`src/rtl/sdio_frame_sequencer_if.sv`:
```
// Host byte stream plus serial-writer control bundle for sdio_frame_sequencer.
// slave = sequencer side, master = host/writer side.
interface sdio_frame_sequencer_if;
    logic       I_s_valid;
    logic [7:0] I_s_data;
    logic       I_s_first;
    logic       I_s_last;
    logic       O_s_ready;
    logic [7:0] O_data_8;
    logic       O_wr_en;
    logic       O_1st_byte;
    logic       O_2nd_byte;
    logic       O_last_byte;
    logic       I_1byte_done;
    logic       I_lastbyte_done;
    logic       O_busy;
    logic       O_frame_done;
    logic       O_drop_err;
    logic       O_proto_err;

    modport slave (
        input  I_s_valid, I_s_data, I_s_first, I_s_last, I_1byte_done, I_lastbyte_done,
        output O_s_ready, O_data_8, O_wr_en, O_1st_byte, O_2nd_byte, O_last_byte,
               O_busy, O_frame_done, O_drop_err, O_proto_err
    );

    modport master (
        output I_s_valid, I_s_data, I_s_first, I_s_last, I_1byte_done, I_lastbyte_done,
        input  O_s_ready, O_data_8, O_wr_en, O_1st_byte, O_2nd_byte, O_last_byte,
               O_busy, O_frame_done, O_drop_err, O_proto_err
    );
endinterface

```
`src/rtl/sdio_frame_sequencer.sv`:
```
// Frame sequencer: buffers host bytes and drives the serial writer's per-byte strobes.
// Latency: byte pushed into an empty FIFO reaches the writer after 1 more cycle; backpressure = FIFO full.
module sdio_frame_sequencer #(
    parameter int FIFO_AW    = 2,
    parameter int GAP_CYCLES = 2,
    parameter int STALL_MAX  = 255
) (
    input logic                   I_clk,
    input logic                   I_rst,
    sdio_frame_sequencer_if.slave bus
);
    localparam int DEPTH = 1 << FIFO_AW;
    localparam logic [3:0] GAP_LAST   = 4'(GAP_CYCLES - 1);
    localparam logic [7:0] STALL_LAST = 8'(STALL_MAX - 1);

    typedef enum logic [1:0] {ST_IDLE, ST_BUSY, ST_STALL, ST_GAP} state_e;

    // ---------------- byte FIFO: {first, last, data} ----------------
    logic [9:0]         mem_q [DEPTH];
    logic [FIFO_AW-1:0] wr_ptr_q, rd_ptr_q;
    logic [FIFO_AW:0]   cnt_q;
    logic               fifo_full, fifo_empty, push, pop;
    logic               head_first, head_last;
    logic [7:0]         head_data;

    assign fifo_full     = (cnt_q == (FIFO_AW + 1)'(DEPTH));
    assign fifo_empty    = (cnt_q == '0);
    // Ready is forced low while reset is asserted, not just after the next edge.
    assign bus.O_s_ready = I_rst & ~fifo_full;
    assign push          = bus.I_s_valid & bus.O_s_ready;
    assign {head_first, head_last, head_data} = mem_q[rd_ptr_q];

    always_ff @(posedge I_clk) begin
        if (push) mem_q[wr_ptr_q] <= {bus.I_s_first, bus.I_s_last, bus.I_s_data};
    end

    always_ff @(posedge I_clk or negedge I_rst) begin
        if (!I_rst) begin
            wr_ptr_q <= '0;
            rd_ptr_q <= '0;
            cnt_q    <= '0;
        end else begin
            if (push) wr_ptr_q <= wr_ptr_q + 1'b1;
            if (pop)  rd_ptr_q <= rd_ptr_q + 1'b1;
            case ({push, pop})
                2'b10:   cnt_q <= cnt_q + 1'b1;
                2'b01:   cnt_q <= cnt_q - 1'b1;
                default: cnt_q <= cnt_q;
            endcase
        end
    end

    // ---------------- sequencing FSM ----------------
    state_e     state_q, state_d;
    logic [7:0] data_q, data_d;
    logic       f1_q, f1_d, f2_q, f2_d, fl_q, fl_d;
    logic       wr_en_q, wr_en_d, last_cur_q, last_cur_d;
    logic [3:0] gap_cnt_q, gap_cnt_d;
    logic [7:0] stall_cnt_q, stall_cnt_d;
    logic       frame_done_q, frame_done_d, drop_err_q, drop_err_d, proto_err_q, proto_err_d;
    logic       done_q, done_rise;
    logic       idle_step, cont_step, end_frame;

    assign done_rise = bus.I_1byte_done & ~done_q;

    always_ff @(posedge I_clk or negedge I_rst) begin
        if (!I_rst) begin
            state_q      <= ST_IDLE;
            data_q       <= '0;
            f1_q         <= 1'b0;
            f2_q         <= 1'b0;
            fl_q         <= 1'b0;
            wr_en_q      <= 1'b0;
            last_cur_q   <= 1'b0;
            gap_cnt_q    <= '0;
            stall_cnt_q  <= '0;
            frame_done_q <= 1'b0;
            drop_err_q   <= 1'b0;
            proto_err_q  <= 1'b0;
            done_q       <= 1'b0;
        end else begin
            state_q      <= state_d;
            data_q       <= data_d;
            f1_q         <= f1_d;
            f2_q         <= f2_d;
            fl_q         <= fl_d;
            wr_en_q      <= wr_en_d;
            last_cur_q   <= last_cur_d;
            gap_cnt_q    <= gap_cnt_d;
            stall_cnt_q  <= stall_cnt_d;
            frame_done_q <= frame_done_d;
            drop_err_q   <= drop_err_d;
            proto_err_q  <= proto_err_d;
            done_q       <= bus.I_1byte_done;
        end
    end

    always_comb begin
        state_d      = state_q;
        data_d       = data_q;
        f1_d         = f1_q;
        f2_d         = f2_q;
        fl_d         = fl_q;
        wr_en_d      = wr_en_q;
        last_cur_d   = last_cur_q;
        gap_cnt_d    = gap_cnt_q;
        stall_cnt_d  = stall_cnt_q;
        frame_done_d = 1'b0;
        drop_err_d   = 1'b0;
        proto_err_d  = 1'b0;
        pop          = 1'b0;
        idle_step    = 1'b0;
        cont_step    = 1'b0;
        end_frame    = 1'b0;

        case (state_q)
            ST_IDLE: idle_step = 1'b1;
            // The last gap cycle already behaves as IDLE so the CS-high gap is exactly GAP_CYCLES.
            ST_GAP: begin
                if (gap_cnt_q == GAP_LAST) begin
                    state_d   = ST_IDLE;
                    idle_step = 1'b1;
                end else begin
                    gap_cnt_d = gap_cnt_q + 1'b1;
                end
            end
            ST_BUSY: begin
                if (done_rise) begin
                    if (last_cur_q) begin
                        end_frame    = 1'b1;
                        frame_done_d = 1'b1;
                        proto_err_d  = fl_q & ~bus.I_lastbyte_done;
                    end else if (!fifo_empty) begin
                        cont_step = 1'b1;
                    end else begin
                        f1_d        = 1'b0;
                        f2_d        = 1'b0;
                        fl_d        = 1'b0;
                        stall_cnt_d = '0;
                        state_d     = ST_STALL;
                    end
                end
            end
            ST_STALL: begin
                if (!fifo_empty) begin
                    cont_step = 1'b1;
                end else begin
                    stall_cnt_d = stall_cnt_q + 1'b1;
                    if (stall_cnt_q == STALL_LAST) begin
                        end_frame   = 1'b1;
                        proto_err_d = 1'b1;
                    end
                end
            end
            default: state_d = ST_IDLE;
        endcase

        if (idle_step && !fifo_empty) begin
            pop = 1'b1;
            if (head_first) begin
                data_d     = head_data;
                f1_d       = 1'b1;
                f2_d       = 1'b0;
                fl_d       = 1'b0;
                wr_en_d    = 1'b1;
                last_cur_d = head_last;
                state_d    = ST_BUSY;
            end else begin
                drop_err_d = 1'b1;
            end
        end

        // A new command byte inside a frame closes the current frame but stays queued.
        if (cont_step) begin
            if (head_first) begin
                end_frame   = 1'b1;
                proto_err_d = 1'b1;
            end else begin
                pop        = 1'b1;
                data_d     = head_data;
                f1_d       = 1'b0;
                f2_d       = ~head_last;
                fl_d       = head_last;
                last_cur_d = head_last;
                state_d    = ST_BUSY;
            end
        end

        if (end_frame) begin
            wr_en_d   = 1'b0;
            f1_d      = 1'b0;
            f2_d      = 1'b0;
            fl_d      = 1'b0;
            gap_cnt_d = '0;
            state_d   = ST_GAP;
        end
    end

    assign bus.O_data_8     = data_q;
    assign bus.O_wr_en      = wr_en_q;
    assign bus.O_1st_byte   = f1_q;
    assign bus.O_2nd_byte   = f2_q;
    assign bus.O_last_byte  = fl_q;
    assign bus.O_busy       = (state_q != ST_IDLE);
    assign bus.O_frame_done = frame_done_q;
    assign bus.O_drop_err   = drop_err_q;
    assign bus.O_proto_err  = proto_err_q;
endmodule
```
`src/flat_wrapper.sv`:
```
// flat-port wrapper written by rule: the top's interface ports become plain ports
module sdio_frame_sequencer_flat 
#(
    parameter int FIFO_AW    = 2,
    parameter int GAP_CYCLES = 2,
    parameter int STALL_MAX  = 255
)
  (I_clk, I_rst, bus_I_s_valid, bus_I_s_data, bus_I_s_first, bus_I_s_last, bus_I_1byte_done, bus_I_lastbyte_done, bus_O_s_ready, bus_O_data_8, bus_O_wr_en, bus_O_1st_byte, bus_O_2nd_byte, bus_O_last_byte, bus_O_busy, bus_O_frame_done, bus_O_drop_err, bus_O_proto_err);
  sdio_frame_sequencer_if bus_i ();
  input logic I_clk;
  input logic I_rst;
  input wire logic [$bits(bus_i.I_s_valid)-1:0] bus_I_s_valid;
  input wire logic [$bits(bus_i.I_s_data)-1:0] bus_I_s_data;
  input wire logic [$bits(bus_i.I_s_first)-1:0] bus_I_s_first;
  input wire logic [$bits(bus_i.I_s_last)-1:0] bus_I_s_last;
  input wire logic [$bits(bus_i.I_1byte_done)-1:0] bus_I_1byte_done;
  input wire logic [$bits(bus_i.I_lastbyte_done)-1:0] bus_I_lastbyte_done;
  output wire logic [$bits(bus_i.O_s_ready)-1:0] bus_O_s_ready;
  output wire logic [$bits(bus_i.O_data_8)-1:0] bus_O_data_8;
  output wire logic [$bits(bus_i.O_wr_en)-1:0] bus_O_wr_en;
  output wire logic [$bits(bus_i.O_1st_byte)-1:0] bus_O_1st_byte;
  output wire logic [$bits(bus_i.O_2nd_byte)-1:0] bus_O_2nd_byte;
  output wire logic [$bits(bus_i.O_last_byte)-1:0] bus_O_last_byte;
  output wire logic [$bits(bus_i.O_busy)-1:0] bus_O_busy;
  output wire logic [$bits(bus_i.O_frame_done)-1:0] bus_O_frame_done;
  output wire logic [$bits(bus_i.O_drop_err)-1:0] bus_O_drop_err;
  output wire logic [$bits(bus_i.O_proto_err)-1:0] bus_O_proto_err;
  assign bus_i.I_s_valid = bus_I_s_valid;
  assign bus_i.I_s_data = bus_I_s_data;
  assign bus_i.I_s_first = bus_I_s_first;
  assign bus_i.I_s_last = bus_I_s_last;
  assign bus_i.I_1byte_done = bus_I_1byte_done;
  assign bus_i.I_lastbyte_done = bus_I_lastbyte_done;
  assign bus_O_s_ready = bus_i.O_s_ready;
  assign bus_O_data_8 = bus_i.O_data_8;
  assign bus_O_wr_en = bus_i.O_wr_en;
  assign bus_O_1st_byte = bus_i.O_1st_byte;
  assign bus_O_2nd_byte = bus_i.O_2nd_byte;
  assign bus_O_last_byte = bus_i.O_last_byte;
  assign bus_O_busy = bus_i.O_busy;
  assign bus_O_frame_done = bus_i.O_frame_done;
  assign bus_O_drop_err = bus_i.O_drop_err;
  assign bus_O_proto_err = bus_i.O_proto_err;
  sdio_frame_sequencer #(.FIFO_AW(FIFO_AW), .GAP_CYCLES(GAP_CYCLES), .STALL_MAX(STALL_MAX)) u_core (.I_clk(I_clk), .I_rst(I_rst), .bus(bus_i));
endmodule
```
`config.mk`:
```
export PLATFORM = sky130hd
export DESIGN_NAME = sdio_frame_sequencer_flat
export DESIGN_NICKNAME = d
export VERILOG_FILES = /design/src/rtl/sdio_frame_sequencer_if.sv /design/src/rtl/sdio_frame_sequencer.sv /design/src/flat_wrapper.sv
export SDC_FILE = /design/constraint.sdc
export NUM_CORES = 1
export LEC_CHECK = 0
export ABC_AREA = 1
export BUFFER_PORTS_ARGS = -buffer_cell sky130_fd_sc_hd__buf_2
export CORE_AREA = 3 3 82 84
export DETAILED_ROUTE_END_ITERATION = 7
export DIE_AREA = 0 0 85 87
export GPL_TIMING_DRIVEN = 0
export PLACE_DENSITY = 0.88
export SETUP_SLACK_MARGIN = 0.02
export SYNTH_ARGS = -nofsm -noshare
export SYNTH_HDL_FRONTEND = slang
export SYNTH_SLANG_ARGS = --single-unit
```
`constraint.sdc`:
```
create_clock -name I_clk -period 2.6 [get_ports I_clk]
set_clock_uncertainty 0.05 [all_clocks]
set_input_delay 0.52 -clock I_clk [delete_from_list [all_inputs] [get_ports I_clk]]
set_output_delay 0.52 -clock I_clk [all_outputs]
set_load 0.02 [all_outputs]
```
-- Word level (Yosys, flattened, before mapping)
Memory sizes are Yosys's and may differ from the RTL's.
Cells that the tools add are included.
- add/sub/neg operators: 6
- mux-type cells: 83
- bitwise operators: 8
- equal/unequal tests: 13
- reduce and logical (&&, ||, !) cells: 13
- operators by type and width (kind ; number):
    $mux W8 ; 8
    $mux W1 ; 56
    $mux W2 ; 9
    $pmux W8 S2 ; 1
    $mux W4 ; 3
    $reduce_bool A2 Y1 ; 6
    $add A8 B1 Y8 const B ; 1
    $eq A8 B8 Y1 const B ; 1
    $ne A2 B1 Y1 const B ; 4
    $pmux W1 S2 ; 4
    $eq A2 B2 Y1 const B ; 3
    $pmux W3 S2 ; 1
    $reduce_and A5 Y1 ; 1
    $add A2 B1 Y2 const B ; 2
    $add A4 B1 Y4 const B ; 1
    $and A1 B1 Y1 ; 4
    $eq A2 B1 Y1 const B ; 2
    $eq A4 B1 Y1 const B ; 1
    $not A1 Y1 ; 4
    $pmux W2 S2 ; 1
    $reduce_and A2 Y1 ; 2
    $add A3 B1 Y3 const B ; 1
    $eq A3 B3 Y1 const B ; 1
    $logic_not A3 Y1 ; 1
    5 further kinds ; 5
- flip-flop bits (word level): 38
- memory bits (writable): 40
- memories kept: 1
- logic and storage cells: 140
- output and inout port bits: 17
- memory list (name ; depth ; width ; read ports ; clocked after Yosys merged registers in ; write ports ; line ; text):
    u_core.mem_q ; 4 ; 10 ; 1 ; 0 ; 1 ; sdio_frame_sequencer.sv:19 ; logic [9:0] mem_q [DEPTH];

-- Longest topological paths before layout
Gate-level depths: netlist of the first run.
- word-level depth: 10
- mapped depth: 13
- gate-level depth less buffers: 13

-- Worst setup path after synthesis of the first run
Ideal clock, no wire load.
- path kind: input-to-reg
- start: input port I_rst
- end: register u_core.cnt_q[1]
- buffers on the path: 0
- arrival: 2.278 ns
- setup time: 0.083 ns
- stages: 6
- setup slack: 0.190 ns
- required time: 2.467 ns
- cells stage by stage: a21boi_0 > nand2_1 > ha_1 > inv_1 > fa_1 > o21ai_0
- cells in the longest elaborated chain, start to end: 4
- elaborated cells on any way between the ends: 6
- RTL lines (what ; line ; text):
    from (decl) ; flat_wrapper.sv:11 ; input logic I_rst;
    $and A1 B1 Y1 (*) ; sdio_frame_sequencer.sv:29 ; assign bus.O_s_ready = I_rst & ~fifo_full;
    $and A1 B1 Y1 (*) ; sdio_frame_sequencer.sv:30 ; assign push = bus.I_s_valid & bus.O_s_ready;
    $eq A2 B1 Y1 / $eq A2 B2 Y1 (equally long branches) ; sdio_frame_sequencer.sv:45 ; case ({push, pop})
    $pmux W3 S2 / $reduce_bool A2 Y1 (equally long branches) ; -- ;
    to (signal assigned) ; sdio_frame_sequencer.sv:46 ; 2'b10: cnt_q <= cnt_q + 1'b1;
    to (signal assigned) ; sdio_frame_sequencer.sv:47 ; 2'b01: cnt_q <= cnt_q - 1'b1;
    to (signal assigned) ; sdio_frame_sequencer.sv:48 ; default: cnt_q <= cnt_q;
    to (decl) ; sdio_frame_sequencer.sv:21 ; logic [FIFO_AW:0] cnt_q;
Mark *: on every way between the ends. The rest lies on a longest branch, timed or not.
A chain may end at the register's enable or synchronous reset.

-- Worst setup path in the final report of the first run
- start: register u_core.state_q[1]
- end: register u_core.cnt_q[2]
- cells in the longest elaborated chain, start to end: 8
- elaborated cells on any way between the ends: 14
- RTL lines (what ; line ; text):
    from (decl) ; sdio_frame_sequencer.sv:54 ; state_e state_q, state_d;
    from (signal assigned) ; sdio_frame_sequencer.sv:82 ; state_q <= state_d;
    $eq A2 B2 Y1 / $logic_not A2 Y1 (equally long branches) ; sdio_frame_sequencer.sv:116 ; case (state_q)
    $pmux W1 S2 ; sdio_frame_sequencer.sv:116 ;
    $logic_and A1 B1 Y1 ; sdio_frame_sequencer.sv:158 ; if (idle_step && !fifo_empty) begin
    $mux W1 ; sdio_frame_sequencer.sv:158 ;
    $mux W1 ; sdio_frame_sequencer.sv:175 ; if (head_first) begin
    $mux W1 (*) ; sdio_frame_sequencer.sv:174 ; if (cont_step) begin
    net u_core.pop ; sdio_frame_sequencer.sv:22 ; logic fifo_full, fifo_empty, push, pop;
    $eq A2 B1 Y1 / $eq A2 B2 Y1 (equally long branches) ; sdio_frame_sequencer.sv:45 ;
    $pmux W3 S2 / $reduce_bool A2 Y1 (equally long branches) ; -- ;
Mark *: on every way through the listed nets, which the timed path passes. The rest lies on a longest branch.

==> key figures, run 1 <==
Timing
  – Final setup vio count: 0
  – Fin. max-slew vios: 0
  – Max-slew headroom: 32.06%
  – Tightest Pin Transition: 1.015 ns
  – Worst setup margin: 0.1853 ns
  – Final Hold Fails: 0
  – RSZ-0062 raised after global routing: true
  – Tmin final: 2.415 ns
  – Fmax: 414.1 MHz
  – Final period utilization: 92.87%

Final layout
  – Util after Layout: 68.19%
  – Fin cells: 481
  – Layout cells sized above 1: 18.23%
  – Layout Area Growth over Synthesis: 15.13%
  – Final net count: 430
  – Final instance area: 4085 um2
  – N_diodes: 0

Placement
  – Port bufs: 31
  – Cell count after placement: 464
  – Placer Congestion: 0.8268
  – Worst slack at placement: -0.4169 ns
  – Dpl cell area: 3797 um2
  – Final HPWL DP: 4.765 mm

Synth
  – Synth unique cells: 31
  – Asr flop ratio synth: 48.72%
  – Top cells by area, synth: edfxtp_1 34%, dfrtp_1 27%, nand2_1 11%, ha_1 4.6%, inv_1 4.0%
  – Number of synthesized flops with an enable pin: 40
  – Multiplexer share of the synthesized area: 0%
  – Yosys top cell by area: edfxtp_1
  – Main synth FF type: edfxtp_1
  – XOR/XNOR share of the synthesized area: 2.962%
  – Synth warn: 0
  – Synthesized flop and latch total: 78
  – Synth cell count leaders: 104 x nand2_1, 40 x edfxtp_1, 38 x dfrtp_1, 38 x inv_1, 32 x nor2_1
  – Synth top area share: 33.85%
  – Syn_nets: 387
  – Synth Instances: 358
  – Adder-Cell Fraction of Synth Area: 5.148%
  – Syn Area/Cell: 9.912 um2
  – Sequential cell area fraction in the yosys report: 60.65%
  – Compound-Gate Fraction of Synth Area: 7.158%
  – Main combinational cell family by area after synthesis: simple AND/OR/NAND/NOR gates
  – Mapped Area: 3548 um2
  – Synth Area in Simple Gates: 18.62%
  – Top-count cell post-synth: nand2_1

Routing
  – DR vias: 2569
  – DRT Pass-1 Iters: 4
  – Detail Route Antenna Nets: 0
  – Remaining DRCs: 0
  – 1st-iter DRT viols: 162
  – Post-DR wirelength/cell: 14.62 um
  – Vias per cell: 5.341
  – Final WL: 7.032 mm

Setup path
  – Worst setup path start: u_core.state_q[1]$_DFF_PN0_
  – Critical path class: reg2reg
  – Required time worst endpoint: 2.78 ns
  – Type of origin of the critical path: flop
  – Critical Path AT: 2.59 ns
  – CP Capture Type: flop
  – R2r startpoint: u_core.state_q[1]$_DFF_PN0_
  – CP Max Fanout: 6

Status
  – Status: completed

Global routing
  – GRT Residual Overflow: 0
  – Largest net degree at the start of global routing: 40
  – Gr usage total: 20.49%
  – Initial antenna violation count: 0
  – Via count of the first global-routing pass: 2601
  – First-pass GRT wire length: 11.73 mm

Clocking
  – H-tree depth: 3
  – CTS root buf: clkbuf_8
  – TritonCTS clock tree: yes
  – Clock transition at path regs: 0.08 ns
  – TritonCTS Buffers: 9
  – Clock Path Buffers: 2
  – # hold bufs at CTS: 0
  – Total clock sinks: 78
  – Worst-Skew Late Latency: 0.35 ns

Die
  – Core ar.: 5991 um2
  – Die area: 7395 um2
  – Initial Util: 59.23%
  – I/O Pins: 32
  – Die outline height: 87 um
  – Die Wd: 85 um
  – Row count: 28

Pwr
  – PwrDens: 1081 nW/um2
  – Total power draw: 4.416 mW
  – Leak pwr: 1.891 nW
  – Peak VDD IR: 0.6120 mV

Run
  – Max-cap viol count: 0

Hold path
  – Min-delay worst type: in2async
==> sequential cells by signal (all words and copies together), names as in the netlist <==
name and cells:
u_core.state_q 2, u_core.bus.O_proto_err 1, u_core.cnt_q 3, u_core.gap_cnt_q 4
u_core.bus.O_data_8 8, u_core.last_cur_q 1, u_core.bus.O_drop_err 1, u_core.bus.O_2nd_byte 1
u_core.bus.O_1st_byte 1, u_core.bus.O_wr_en 1, u_core.bus.O_frame_done 1, u_core.bus.O_last_byte 1
u_core.wr_ptr_q 2, u_core.rd_ptr_q 2, u_core.done_q 1, u_core.mem_q 40
u_core.stall_cnt_q 8
==> final cells by class <==
cell class / count / area, um2
Buffer: 7 / 40.04
Clock buffer: 9 / 123.9
Clock inverter: 7 / 87.58
Fill cell: 436 / 1906
Inverter: 41 / 153.9
Multi-Input combinational cell: 232 / 1267
Sequential cell: 78 / 2153
Tap cell: 75 / 93.84
Timing Repair Buffer: 32 / 165.2
==> per-layer routing <==
layer | share of wire [%] | vias to the layer above | GRT usage [%] | wire (um)
met4 | 2.7 | 0 | 9.353 | 189
met5 | 0 | - | 0 | 0
met3 | 4.3 | 20 | 4.541 | 300
met2 | 52 | 70 | 34.96 | 3650
li1 | - | 1258 | - | -
met1 | 41 | 1221 | 24.95 | 2892
==> path summary, 6_finish.rpt <==
| path | slack (ns) | depth (start not counted) | endpoint |
|---|---|---|---|
| max | 0.19 | 12 | u_core.cnt_q[2]$_DFFE_PN0P_ |
| min | 0.12 | 1 | u_core.stall_cnt_q[7]$_DFFE_PN0P_ |
| max reg2reg | 0.19 | 12 | u_core.cnt_q[2]$_DFFE_PN0P_ |
| min reg2reg | 0.42 | 2 | u_core.bus.O_data_8[5]$_DFF_PN0_ |
| max in group asynchronous | 1.99 | 1 | u_core.state_q[0]$_DFF_PN0_ |
| min in group I_clk | 0.26 | 1 | u_core.done_q$_DFF_PN0_ |
==> through the flow <==
stage | hold WS (ns) | setup TNS, ns
CTS | 0.2457 | -1.459
global route | 0.1480 | -0.01335
floorplan | 0.1744 | 0
finish | 0.1166 | 0
global placement | 0.4013 | -15.14
detailed placement | 0.4056 | -16.77
==> worst max-delay path, stage by stage, from the launching register on <==
cell	delay (ns)
dfrtp_1	0.45
inv_1	0.20
ha_4	0.19
nand3_1	0.09
nand2_2	0.11
nand3_4	0.11
nand2_2	0.11
ha_1	0.14
inv_1	0.06
fa_1	0.37
a21oi_1	0.14
o21ai_0	0.11
xor2_1	0.15
==> where the power goes <==
part | total (mW) | internal (mW) | switching, mW
clock | 0.955 | 0.469 | 0.486
sequential | 1.75 | 1.58 | 0.174
combinational | 1.71 | 0.577 | 1.13
==> cell usage in the layout (no fill, tap or decap), types with 9 or more instances in the layout <==
cell	instances
inv_1	37
a21oi_1	21
ha_1	10
clkbuf_8	9
nand3_1	13
buf_2	35
nand2_1	102
edfxtp_1	40
dfrtp_1	37
nor2_1	30
xor2_1	10
==> timing repair <==
item,4_1_cts,5_1_grt
pin swaps,0,1
endpoints found under the hold margin,0,0
gates resized for setup,4,13
endpoints found under the setup margin,41,32
buffers inserted,0,1
==> cells by family after synthesis <==
kind of cell               count (synthesis)
xor gates and xnor gates                  12
adders and majority gates                 14
AOI/OAI and AO/OA                         44
and+or+nand+nor                          162
buffers and inverters                     48
DFF                                       78
Note: power is estimated with default switching activity, not from simulation.
==> inputs of run 2 (changes only) <==
- CORE_AREA: 3 3 82 84 -> 3 3 93 95
- DIE_AREA: 0 0 85 87 -> 0 0 96 98
- PLACE_DENSITY: 0.88 -> 0.72
==> run 2 against run 1 <==
Net effect: core utilization is 15 points lower; largest power group unchanged; maximum frequency is 2.0% higher; sequential power hardly changed.
==> key figures, run 2 (same netlist as run 1, synthesis figures left out) <==
Status
  – Status: completed

Routing
  – Max Used Layer: met4
  – Met2 routed WL: 3.365 mm
  – WL met3: 386 um
  – Detail Route Antenna Nets: 0
  – Post-DR wirelength/cell: 13.27 um
  – Remaining DRCs: 0
  – DRT Pass-1 Iters: 6
  – Vias per cell: 4.943
  – Final WL: 6.740 mm
  – DR vias: 2511
  – 1st-iter DRT viols: 138
  – Met1 wire length: 2.915 mm

Timing
  – Fmax: 422.6 MHz
  – Final period utilization: 91.01%
  – Fin. max-slew vios: 0
  – Final setup vio count: 0
  – Tmin final: 2.366 ns
  – Max-slew headroom: 60.29%
  – RSZ-0062 raised after global routing: false
  – Hold WS: 0.07063 ns
  – Tightest Pin Transition: 0.5950 ns
  – Final Hold Fails: 0

Global routing
  – Largest net degree at the start of global routing: 40
  – Gr usage total: 15.37%
  – Initial antenna violation count: 0
  – GRT Residual Overflow: 0
  – First-pass GRT wire length: 11.12 mm
  – Via count of the first global-routing pass: 2467

Final layout
  – Number of flip-flops in the largest register: 40
  – Layout cells sized above 1: 19.21%
  – Commonest cells after routing, fill and taps aside: 102 x nand2_1, 40 x edfxtp_1, 37 x dfrtp_1
  – N_diodes: 0
  – Most flops, register: u_core.mem_q
  – Final instance area: 4121 um2
  – Layout Area Growth over Synthesis: 16.15%
  – Commonest non-fill, non-tap cell in the layout: nand2_1
  – Final net count: 430

Die
  – Core ar.: 7807 um2
  – Row count: 32
  – Die outline height: 98 um
  – Die Wd: 96 um
  – Initial Util: 45.45%
  – I/O Pins: 32
  – Die area: 9408 um2

Setup path
  – Type of origin of the critical path: flop
  – Critical Path AT: 2.54 ns
  – CP Max Fanout: 7
  – Crit-path cells: inv_4 -> ha_4 -> nor2_2 -> nand2_1 -> nand2_4 -> ha_1 -> inv_1 -> fa_1 -> a21oi_1 -> o21ai_1 -> xor2_1
  – Slowest cell on the critical path: dfrtp_2
  – Required time worst endpoint: 2.78 ns
  – CP Capture Type: flop
  – Slowest Stage Delay on Critical Path: 0.48 ns
  – Critical path class: reg2reg

Clocking
  – Clock Path Buffers: 2
  – Total clock sinks: 78
  – Clock transition at path regs: 0.09 ns
  – # hold bufs at CTS: 0
  – H-tree depth: 3
  – Worst-Skew Late Latency: 0.35 ns
  – TritonCTS clock tree: yes
  – TritonCTS Buffers: 9
  – CTS root buf: clkbuf_8

Run
  – Max-cap viol count: 0

Pwr
  – PwrDens: 1055 nW/um2
  – Peak VDD IR: 0.5256 mV
  – Total power draw: 4.347 mW
  – Leak pwr: 1.877 nW

Placement
  – Final HPWL DP: 4.632 mm
  – Placer Congestion: 0.8616
  – Dpl cell area: 3831 um2
  – Port bufs: 31

Hold path
  – Min-delay worst type: in2async
[run 2: cell count changes in the layout (fill, tap and decap cells not counted), moves of 2 or more]
cell,before,now
nor2_2,2,6
clkinvlp_4,0,2
nor2_1,30,27
inv_8,2,0
[run 2: timing repair]
action | in CTS | in global routing
setup buffers | 0 | 1
resized for setup | 3 | 21
gates cloned | 0 | 0
setup endpoints to repair | 41 | 42
[run 2: through the flow]
step                utilization (%)  setup slack [ns]  instances  TNS (ns)
floorplan                         -            0.1898        358         0
global placement              49.07           -0.4538        491    -17.51
detailed placement            49.07           -0.4812        491    -18.94
CTS                           51.81           -0.1080        507    -3.384
global route                  52.79           0.01700        508         0
finish                        52.79            0.2337        508         0
[run 2: path summary, 6_finish.rpt]
kind                       cells after the start                             start  slack [ns]                                end
min in group I_clk                             1                  bus_I_1byte_done        0.26            u_core.done_q$_DFF_PN0_
max reg2reg                                   11       u_core.state_q[0]$_DFF_PN0_        0.23        u_core.cnt_q[2]$_DFFE_PN0P_
max in group asynchronous                      1                             I_rst        2.06        u_core.state_q[0]$_DFF_PN0_
max                                           11       u_core.state_q[0]$_DFF_PN0_        0.23        u_core.cnt_q[2]$_DFFE_PN0P_
min reg2reg                                    2  u_core.bus.O_data_8[6]$_DFF_PN0_        0.43   u_core.bus.O_data_8[6]$_DFF_PN0_
min                                            1                             I_rst        0.07  u_core.stall_cnt_q[3]$_DFFE_PN0P_
[run 2: area by class of cell]
cell class / instances / area [um2]
clock inverter: 7 / 80.08
sequential: 78 / 2153
fill: 697 / 3686
clock buffer: 9 / 123.9
timing repair buffer: 32 / 165.2
tap: 102 / 127.6
inverter: 41 / 156.4
multi-input combinational: 232 / 1275
buffer: 7 / 40.04
[run 2: worst max-delay path, delay by kind of cell (launching register included)]
kind | cells | cell delay, ns
DFF | 1 | 0.48
adders and majority gates | 3 | 0.76
and+or+nand+nor | 3 | 0.41
buffers and inverters | 2 | 0.18
AOI/OAI and AO/OA | 2 | 0.22
xor gates and xnor gates | 1 | 0.14
[run 2: power by group]
part	internal [mW]	total, mW	switching (mW)
clock network	0.453	0.918	0.465
registers	1.57	1.75	0.173
logic	0.570	1.68	1.11
total	2.60	4.35	1.75
[run 2: layer usage]
layer,vias up,global-route usage (%)
met2,64,24.00
met5,-,0
li1,1255,-
met3,8,5.855
met4,0,5.252
met1,1184,19.46
